[src/rtl/toggle_ctrl_pkg.sv]
// Shared definitions for button-driven control blocks: FSM encodings,
// default debounce/repeat timing and the counter-width helper.
package toggle_ctrl_pkg;

  localparam logic [1:0] ST_IDLE_ENC         = 2'd0;
  localparam logic [1:0] ST_PRESS_WAIT_ENC   = 2'd1;
  localparam logic [1:0] ST_HELD_ENC         = 2'd2;
  localparam logic [1:0] ST_RELEASE_WAIT_ENC = 2'd3;

  typedef enum logic [1:0] {
    ST_IDLE         = ST_IDLE_ENC,
    ST_PRESS_WAIT   = ST_PRESS_WAIT_ENC,
    ST_HELD         = ST_HELD_ENC,
    ST_RELEASE_WAIT = ST_RELEASE_WAIT_ENC
  } state_t;

  localparam int DEF_SYNC_STAGES     = 2;
  localparam int DEF_DEBOUNCE_CYCLES = 16;
  localparam int DEF_REPEAT_DELAY    = 500;
  localparam int DEF_REPEAT_PERIOD   = 100;

  function automatic int max3(input int a, input int b, input int c);
    int m;
    m = a;
    if (b > m) m = b;
    if (c > m) m = c;
    return m;
  endfunction

  // Wide enough to hold the largest terminal count without wrapping.
  function automatic int cnt_width(input int a, input int b, input int c);
    return $clog2(max3(a, b, c) + 1);
  endfunction

endpackage

[src/rtl/input_synchronizer.sv]
// Multi-flop synchroniser for a single asynchronous level; resets to 0.
module input_synchronizer #(
  parameter int STAGES = 2
) (
  input  logic clk,
  input  logic rst,
  input  logic d,
  output logic q
);

  logic [STAGES-1:0] chain;

  always_ff @(posedge clk or posedge rst) begin
    if (rst) begin
      chain <= '0;
    end else begin
      chain <= {chain[STAGES-2:0], d};
    end
  end

  assign q = chain[STAGES-1];

endmodule

[src/rtl/toggle_pulse_debouncer.sv]
// Turns a raw bouncing button into one clean t_pulse per accepted press,
// with optional hold-to-repeat, for driving a downstream T flip-flop.
module toggle_pulse_debouncer
  import toggle_ctrl_pkg::*;
#(
  parameter int SYNC_STAGES     = DEF_SYNC_STAGES,
  parameter int DEBOUNCE_CYCLES = DEF_DEBOUNCE_CYCLES,
  parameter int ACTIVE_LOW      = 0,
  parameter int REPEAT_EN       = 0,
  parameter int REPEAT_DELAY    = DEF_REPEAT_DELAY,
  parameter int REPEAT_PERIOD   = DEF_REPEAT_PERIOD
) (
  input  logic       clk,
  input  logic       rst,
  input  logic       btn_in,
  input  logic       en,
  output logic       t_pulse,
  output logic       btn_state,
  output logic       repeat_active,
  output logic [1:0] dbg_state
);

  localparam int CW = cnt_width(DEBOUNCE_CYCLES, REPEAT_DELAY, REPEAT_PERIOD);
  localparam logic [CW-1:0] DB_MAX = CW'(DEBOUNCE_CYCLES);
  localparam logic [CW-1:0] RD_MAX = CW'(REPEAT_DELAY);
  localparam logic [CW-1:0] RP_MAX = CW'(REPEAT_PERIOD);
  localparam logic [CW-1:0] ONE    = CW'(1);
  localparam logic          REP    = (REPEAT_EN != 0);
  localparam logic          POL    = (ACTIVE_LOW != 0);

  // Valid/ready does not apply here: t_pulse is a one-cycle strobe with no
  // back-pressure; the consumer must act on it in the cycle it is high.

  logic          s_raw;
  logic          s;
  state_t        state;
  logic [CW-1:0] cnt;
  logic [CW-1:0] rcnt;
  logic          use_period;
  logic          rep_due;

  // Polarity is corrected ahead of the chain so that reset (all 0) means released.
  input_synchronizer #(
    .STAGES(SYNC_STAGES)
  ) u_sync (
    .clk(clk),
    .rst(rst),
    .d  (btn_in ^ POL),
    .q  (s_raw)
  );

  always_ff @(posedge clk or posedge rst) begin
    if (rst) begin
      s <= 1'b0;
    end else begin
      s <= s_raw;
    end
  end

  function automatic logic [CW-1:0] sat_inc(input logic [CW-1:0] v);
    return (v == {CW{1'b1}}) ? v : v + ONE;
  endfunction

  // rcnt counts cycles since the last pulse; the first repeat waits the
  // longer delay, later ones (and any after a release bounce) the period.
  always_comb begin
    rep_due = 1'b0;
    if (REP) begin
      rep_due = use_period ? (rcnt >= RP_MAX) : (rcnt >= RD_MAX);
    end
  end

  always_ff @(posedge clk or posedge rst) begin
    if (rst) begin
      state         <= ST_IDLE;
      cnt           <= '0;
      rcnt          <= '0;
      use_period    <= 1'b0;
      t_pulse       <= 1'b0;
      btn_state     <= 1'b0;
      repeat_active <= 1'b0;
    end else begin
      t_pulse <= 1'b0;
      case (state)
        ST_IDLE: begin
          cnt <= '0;
          if (s) begin
            state <= ST_PRESS_WAIT;
            cnt   <= ONE;
          end
        end

        ST_PRESS_WAIT: begin
          if (!s) begin
            state <= ST_IDLE;
            cnt   <= '0;
          end else if (cnt >= DB_MAX) begin
            state      <= ST_HELD;
            cnt        <= '0;
            rcnt       <= REP ? ONE : '0;
            use_period <= 1'b0;
            t_pulse    <= en;
            btn_state  <= 1'b1;
          end else begin
            cnt <= sat_inc(cnt);
          end
        end

        ST_HELD: begin
          cnt <= '0;
          if (!s) begin
            state         <= ST_RELEASE_WAIT;
            cnt           <= ONE;
            rcnt          <= '0;
            use_period    <= 1'b0;
            repeat_active <= 1'b0;
          end else if (rep_due) begin
            t_pulse       <= en;
            rcnt          <= ONE;
            use_period    <= 1'b1;
            repeat_active <= 1'b1;
          end else if (REP) begin
            rcnt <= sat_inc(rcnt);
          end
        end

        ST_RELEASE_WAIT: begin
          if (s) begin
            state      <= ST_HELD;
            cnt        <= '0;
            rcnt       <= REP ? ONE : '0;
            use_period <= REP;
          end else if (cnt >= DB_MAX) begin
            state     <= ST_IDLE;
            cnt       <= '0;
            btn_state <= 1'b0;
          end else begin
            cnt <= sat_inc(cnt);
          end
        end

        default: begin
          state <= ST_IDLE;
          cnt   <= '0;
          rcnt  <= '0;
        end
      endcase
    end
  end

  assign dbg_state = state;

endmodule
[config.mk]
export PLATFORM = sky130hd
export DESIGN_NAME = toggle_pulse_debouncer
export DESIGN_NICKNAME = d
export VERILOG_FILES = /design/src/rtl/toggle_ctrl_pkg.sv /design/src/rtl/input_synchronizer.sv /design/src/rtl/toggle_pulse_debouncer.sv
export SDC_FILE = /design/constraint.sdc
export NUM_CORES = 1
export LEC_CHECK = 0
export BUFFER_PORTS_ARGS = -buffer_cell sky130_fd_sc_hd__buf_4
export CAP_MARGIN = 20
export CORE_MARGIN = 5
export CORE_UTILIZATION = 47
export CTS_CLUSTER_SIZE = 16
export DETAILED_ROUTE_END_ITERATION = 7
export PLACE_DENSITY = 0.7
export RECOVER_POWER = 25
export SLEW_MARGIN = 5
export SYNTH_ARGS = -nofsm -noshare
export SYNTH_HDL_FRONTEND = slang
export SYNTH_SLANG_ARGS = --single-unit
export TNS_END_PERCENT = 5
[constraint.sdc]
create_clock -name clk -period 1.7 [get_ports clk]
set_input_delay 0.085 -clock clk [delete_from_list [all_inputs] [get_ports clk]]
set_output_delay 0.085 -clock clk [all_outputs]
set_load 0.05 [all_outputs]
Word-level counts from Yosys, hierarchy flattened --
Index checks and enable logic that the tools add are counted.
Operators by class: $add $sub $neg 1, magnitude comparators 1, equal/unequal tests 12, multiplexer cells 22, reduce and logical (&&, ||, !) cells 4
Operator list (number):
- $mux 9 | 4
- $pmux 9 s4 | 1
- $mux 2 | 6
- $ne 2x2->1 const B | 6
- $add 9x1->9 const B | 1
- $eq 9x9->1 const B | 1
- $ge 9x5->1 const B | 1
- $mux 1 | 9
- $pmux 2 s4 | 1
- $ne 3x3->1 const B | 2
- $reduce_and 5->1 | 1
- $eq 2x2->1 const B | 2
- $reduce_and 4->1 | 1
- $eq 2x1->1 const B | 1
- $logic_not 2->1 | 1
- $pmux 1 s2 | 1
- $reduce_bool 2->1 | 1
Word-level totals: flip-flop bits (word level) 16, output and inout port bits 5

Logic depth before layout (Yosys ltp) --
depth after elaboration 5, depth in mapped cells 4, depth with buffers taken out 4

Hierarchy --
A second synthesis with hierarchy kept.
Unflattened totals: cells, all modules 53, area, all modules 654.4 um2
Modules (own cells, without submodules):
- toggle_pulse_debouncer | times used 1, cells each 50, area each 600.6 um2, sequential area each 350.3 um2
- input_synchronizer | times used 1, cells each 3, area each 53.8 um2, sequential area each 50.0 um2

Worst setup path before layout --
Ideal clock, no wire load.
path kind register to register, start point reg cnt[4], end point reg cnt[2], arrival time 1.556 ns, required time 1.613 ns, slack 0.058 ns, stages on the path, launching flop included 4, buffers on the path 0, period minus slack after synthesis 1.642 ns, cell sequence dfrtp_1 > or4_4 > or4b_4 > a211oi_2
On the way: cells in the longest elaborated chain, start to end 5
RTL lines:
- start, declared | line toggle_pulse_debouncer.sv:37 | logic [CW-1:0] cnt;
- start signal, assigned | line toggle_pulse_debouncer.sv:105 | cnt <= sat_inc(cnt);
- start signal, assigned | line toggle_pulse_debouncer.sv:138 | cnt <= sat_inc(cnt);
- branches (longest 2 deep; another with $ge 9x5->1)
- $mux 9 * | line toggle_pulse_debouncer.sv:97, toggle_pulse_debouncer.sv:133
- $mux 9, on equally long branches | line toggle_pulse_debouncer.sv:128, toggle_pulse_debouncer.sv:94
- $pmux 9 s4 * | line toggle_pulse_debouncer.sv:84 | case (state)
Mark *: on every way between the ends. A chain may end at the register's enable or synchronous reset.

Final worst setup path --
start point reg cnt[4], end point reg cnt[3]
The elaborated chain is that of the path after synthesis.

==> flow_metrics.py <==
metrics = {
    "timing": {
        "setup_viol": 0,
        "setup_slack_ns": 0.0121,
        "finalCritPeriodShare_pct": 99.3,
        "hold_viol_final": 0,
        "max_freq_ghz": 0.592,
        "rsz0062_at_grt": "yes",
        "drv_slew": 0,
        "slew_headroom_pct": 60.7,
        "clock-skew-final_ns": 0.00708,
        "layout_min_cycle_time_ns": 1.69,
        "worstMarginPinSlew_ns": 0.590,
    },
    "setup_path": {
        "crit_fanout": 4,
        "cp_data_required_time_ns": 1.91,
        "critical_path.max_stage_delay_ns": 0.55,
        "startpoint_type": "register",
        "crit_chain": "or4_4 -> or4b_4 -> a211oi_2",
        "slowest_stage": "or4_4",
        "crit_family": "simple AND/OR/NAND/NOR gates",
        "crit_type": "register to register",
        "cp.arrival_ns": 1.89,
        "cp_num_buf_inv": 0,
        "end_kind": "register",
    },
    "floorplanning": {
        "die_y_um": 47.1,
        "ios": 9,
        "start_util_pct": 49.8,
        "die_x_um": 47.1,
        "core_sq_um": 1300,
        "die_area_sq_um": 2220,
        "rows": 13,
    },
    "placed_design": {
        "hpwl_um": 722,
        "gp_congestion": 0.792,
        "placed_cell_area_sq_um": 727,
        "pre_cts_ws_ns": -0.00558,
        "io_buffers": 7,
    },
    "global_routing": {
        "grt_pass1_wl_um": 1770,
        "grt_max_degree": 17,
        "grt_overflow": 0,
        "antenna_found_initial": 0,
        "grt_pass1_vias": 391,
        "grt_usage_pct": 12.0,
    },
    "finish": {
        "fillers": 108,
        "final_cell_mix": "dfrtp_1, inv_1, conb_1, clkbuf_4, buf_4",
        "drive_above_1_share_pct": 25.0,
        "syn2layout_area_growth_pct": 21.4,
        "final_area_sq_um": 787,
        "seq_area_sq_um": 400,
        "mostFrequentLayoutCell": "dfrtp_1",
        "num_antenna_cells": 0,
        "fin_nets": 75,
        "multi_input_area_sq_um": 233,
    },
    "yosys": {
        "syn_inst": 51,
        "synth_cell_types": 23,
        "syn_area_per_cell_sq_um": 12.7,
        "yosysSeqAreaShare_pct": 61.8,
        "synth_warnings": 0,
        "ys_ff_latch": 16,
        "syn-cell-area_sq_um": 648,
    },
    "clock_tree": {
        "clkLatencyLatePin_ns": 0.28,
        "cts_buffers": 3,
        "clockBufferDepth": 2,
        "h-tree-depth": 1,
        "clkTransAtPathRegs_ns": 0.09,
        "cts.sinks": 16,
        "cts_root_buf": "clkbuf_4",
        "cts_resized": 0,
        "cts_tree": "done",
    },
    "detailed_routing": {
        "drc": 0,
        "drt_wl_total_um": 993,
        "vias_per_cell": 5.05,
        "drtIter0Drc": 4,
        "dr.pass1.iters": 4,
        "post_drt_wl_per_cell_um": 12.0,
        "via_count": 419,
        "antenna_left": 0,
    },
    "power_and_ir_drop": {
        "power_density_nw_per_um2": 1360,
        "leakage_nw": 0.367,
        "peakVddDrop_mv": 0.764,
    },
    "outcome": {
        "status": "complete, no violations",
    },
    "run": {
        "drv_cap": 0,
    },
    "hold_path": {
        "hp-class": "primary input to register",
    },
}
synth_stat cells:
library cell,instances,area [sq um]
a21oi_1,3,15.0
and4_1,2,17.5
o21a_2,1,8.76
inv_1,6,22.5
mux2_1,1,11.3
nand3_1,1,5.00
a211oi_2,2,25.0
xnor2_1,1,8.76
a31oi_1,1,6.26
o211ai_1,1,7.51
buf_4,1,7.51
dfrtp_1,16,400
or4_4,1,11.3
o21ai_0,2,10.0
and2_1,1,6.26
or3_1,1,6.26
and3b_1,1,8.76
ha_1,2,25.0
nand4_1,1,6.26
conb_1,1,3.75
nor2_1,3,11.3
or4b_4,1,13.8
and4_2,1,10.0
flip-flops by register name, summed over array words and instances, names as in the netlist, named ones only:
name / count
btn_state: 1
cnt: 9
dbg_state: 1
s: 1
t_pulse: 1
u_sync.chain: 2
kinds of logic (layout without fill, tap and decap cells):
| group | Yosys count | after routing | synth area share (%) |
|---|---|---|---|
| DFF | 16 | 16 | 61.8 |
| and+or+nand+nor | 13 | 13 | 14.9 |
| AOI/OAI and AO/OA | 10 | 10 | 11.2 |
| buffers and inverters | 7 | 20 | 4.63 |
| adders and majority gates | 2 | 2 | 3.86 |
| other | 1 | 5 | 0.579 |
| xor gates and xnor gates | 1 | 1 | 1.35 |
| muxes | 1 | 1 | 1.74 |
final timing paths:
| path | start | slack (ns) | to | depth (start not counted) |
|---|---|---|---|---|
| max in group asynchronous | rst | 0.89 | dbg_state[0]$_DFFE_PP0P_ | 3 |
| min in group asynchronous | rst | 0.42 | cnt[3]$_DFF_PP0_ | 3 |
| max | cnt[4]$_DFF_PP0_ | 0.01 | cnt[3]$_DFF_PP0_ | 3 |
| min reg2reg | u_sync.chain[1]$_DFF_PP0_ | 0.36 | s$_DFF_PP0_ | 0 |
| max reg2reg | cnt[4]$_DFF_PP0_ | 0.01 | cnt[3]$_DFF_PP0_ | 3 |
| min | en | 0.09 | t_pulse$_DFF_PP0_ | 2 |
per-layer routing:
layer | share of wire, % | global-route usage [%] | up-vias
met5 | 0 | 0 | -
met4 | 0 | 3.31 | 0
met3 | 8.7 | 6.90 | 0
met2 | 44 | 15.4 | 10
met1 | 47 | 17.2 | 200
li1 | - | - | 209
through the flow:
stage	TNS, ns	total power [mW]	util [%]	hold slack [ns]	instances
finish	0	1.07	60.5	0.0873	83
global route	-0.107	1.14	60.5	0.0667	83
CTS	0	1.09	60.8	0.0769	83
detailed placement	-0.00907	0.843	55.9	0.194	76
global placement	0	0.835	55.9	0.172	76
floorplan	0	0.739	-	-0.00126	55
where the power goes:
group / switching, mW / internal (mW) / total (mW)
registers: 0.0585 / 0.438 / 0.496
logic: 0.220 / 0.114 / 0.334
clock network: 0.111 / 0.130 / 0.241
total: 0.389 / 0.682 / 1.07
cell type report:
type | count | share of cell area, %
inverter | 6 | 2.86
multi-input combinational | 32 | 29.6
tap | 15 | 2.38
timing repair buffer | 10 | 9.70
clock buffer | 4 | 4.61
sequential | 16 | 50.9
what timing repair did:
action | 4_1_cts | 5_1_grt
hold endpoints to repair | 17 | 0
setup buffers | 1 | 0
setup endpoints to repair | 3 | 4
hold buffers | 2 | 0
gates cloned | 0 | 0
(Power assumes the default switching activity.)
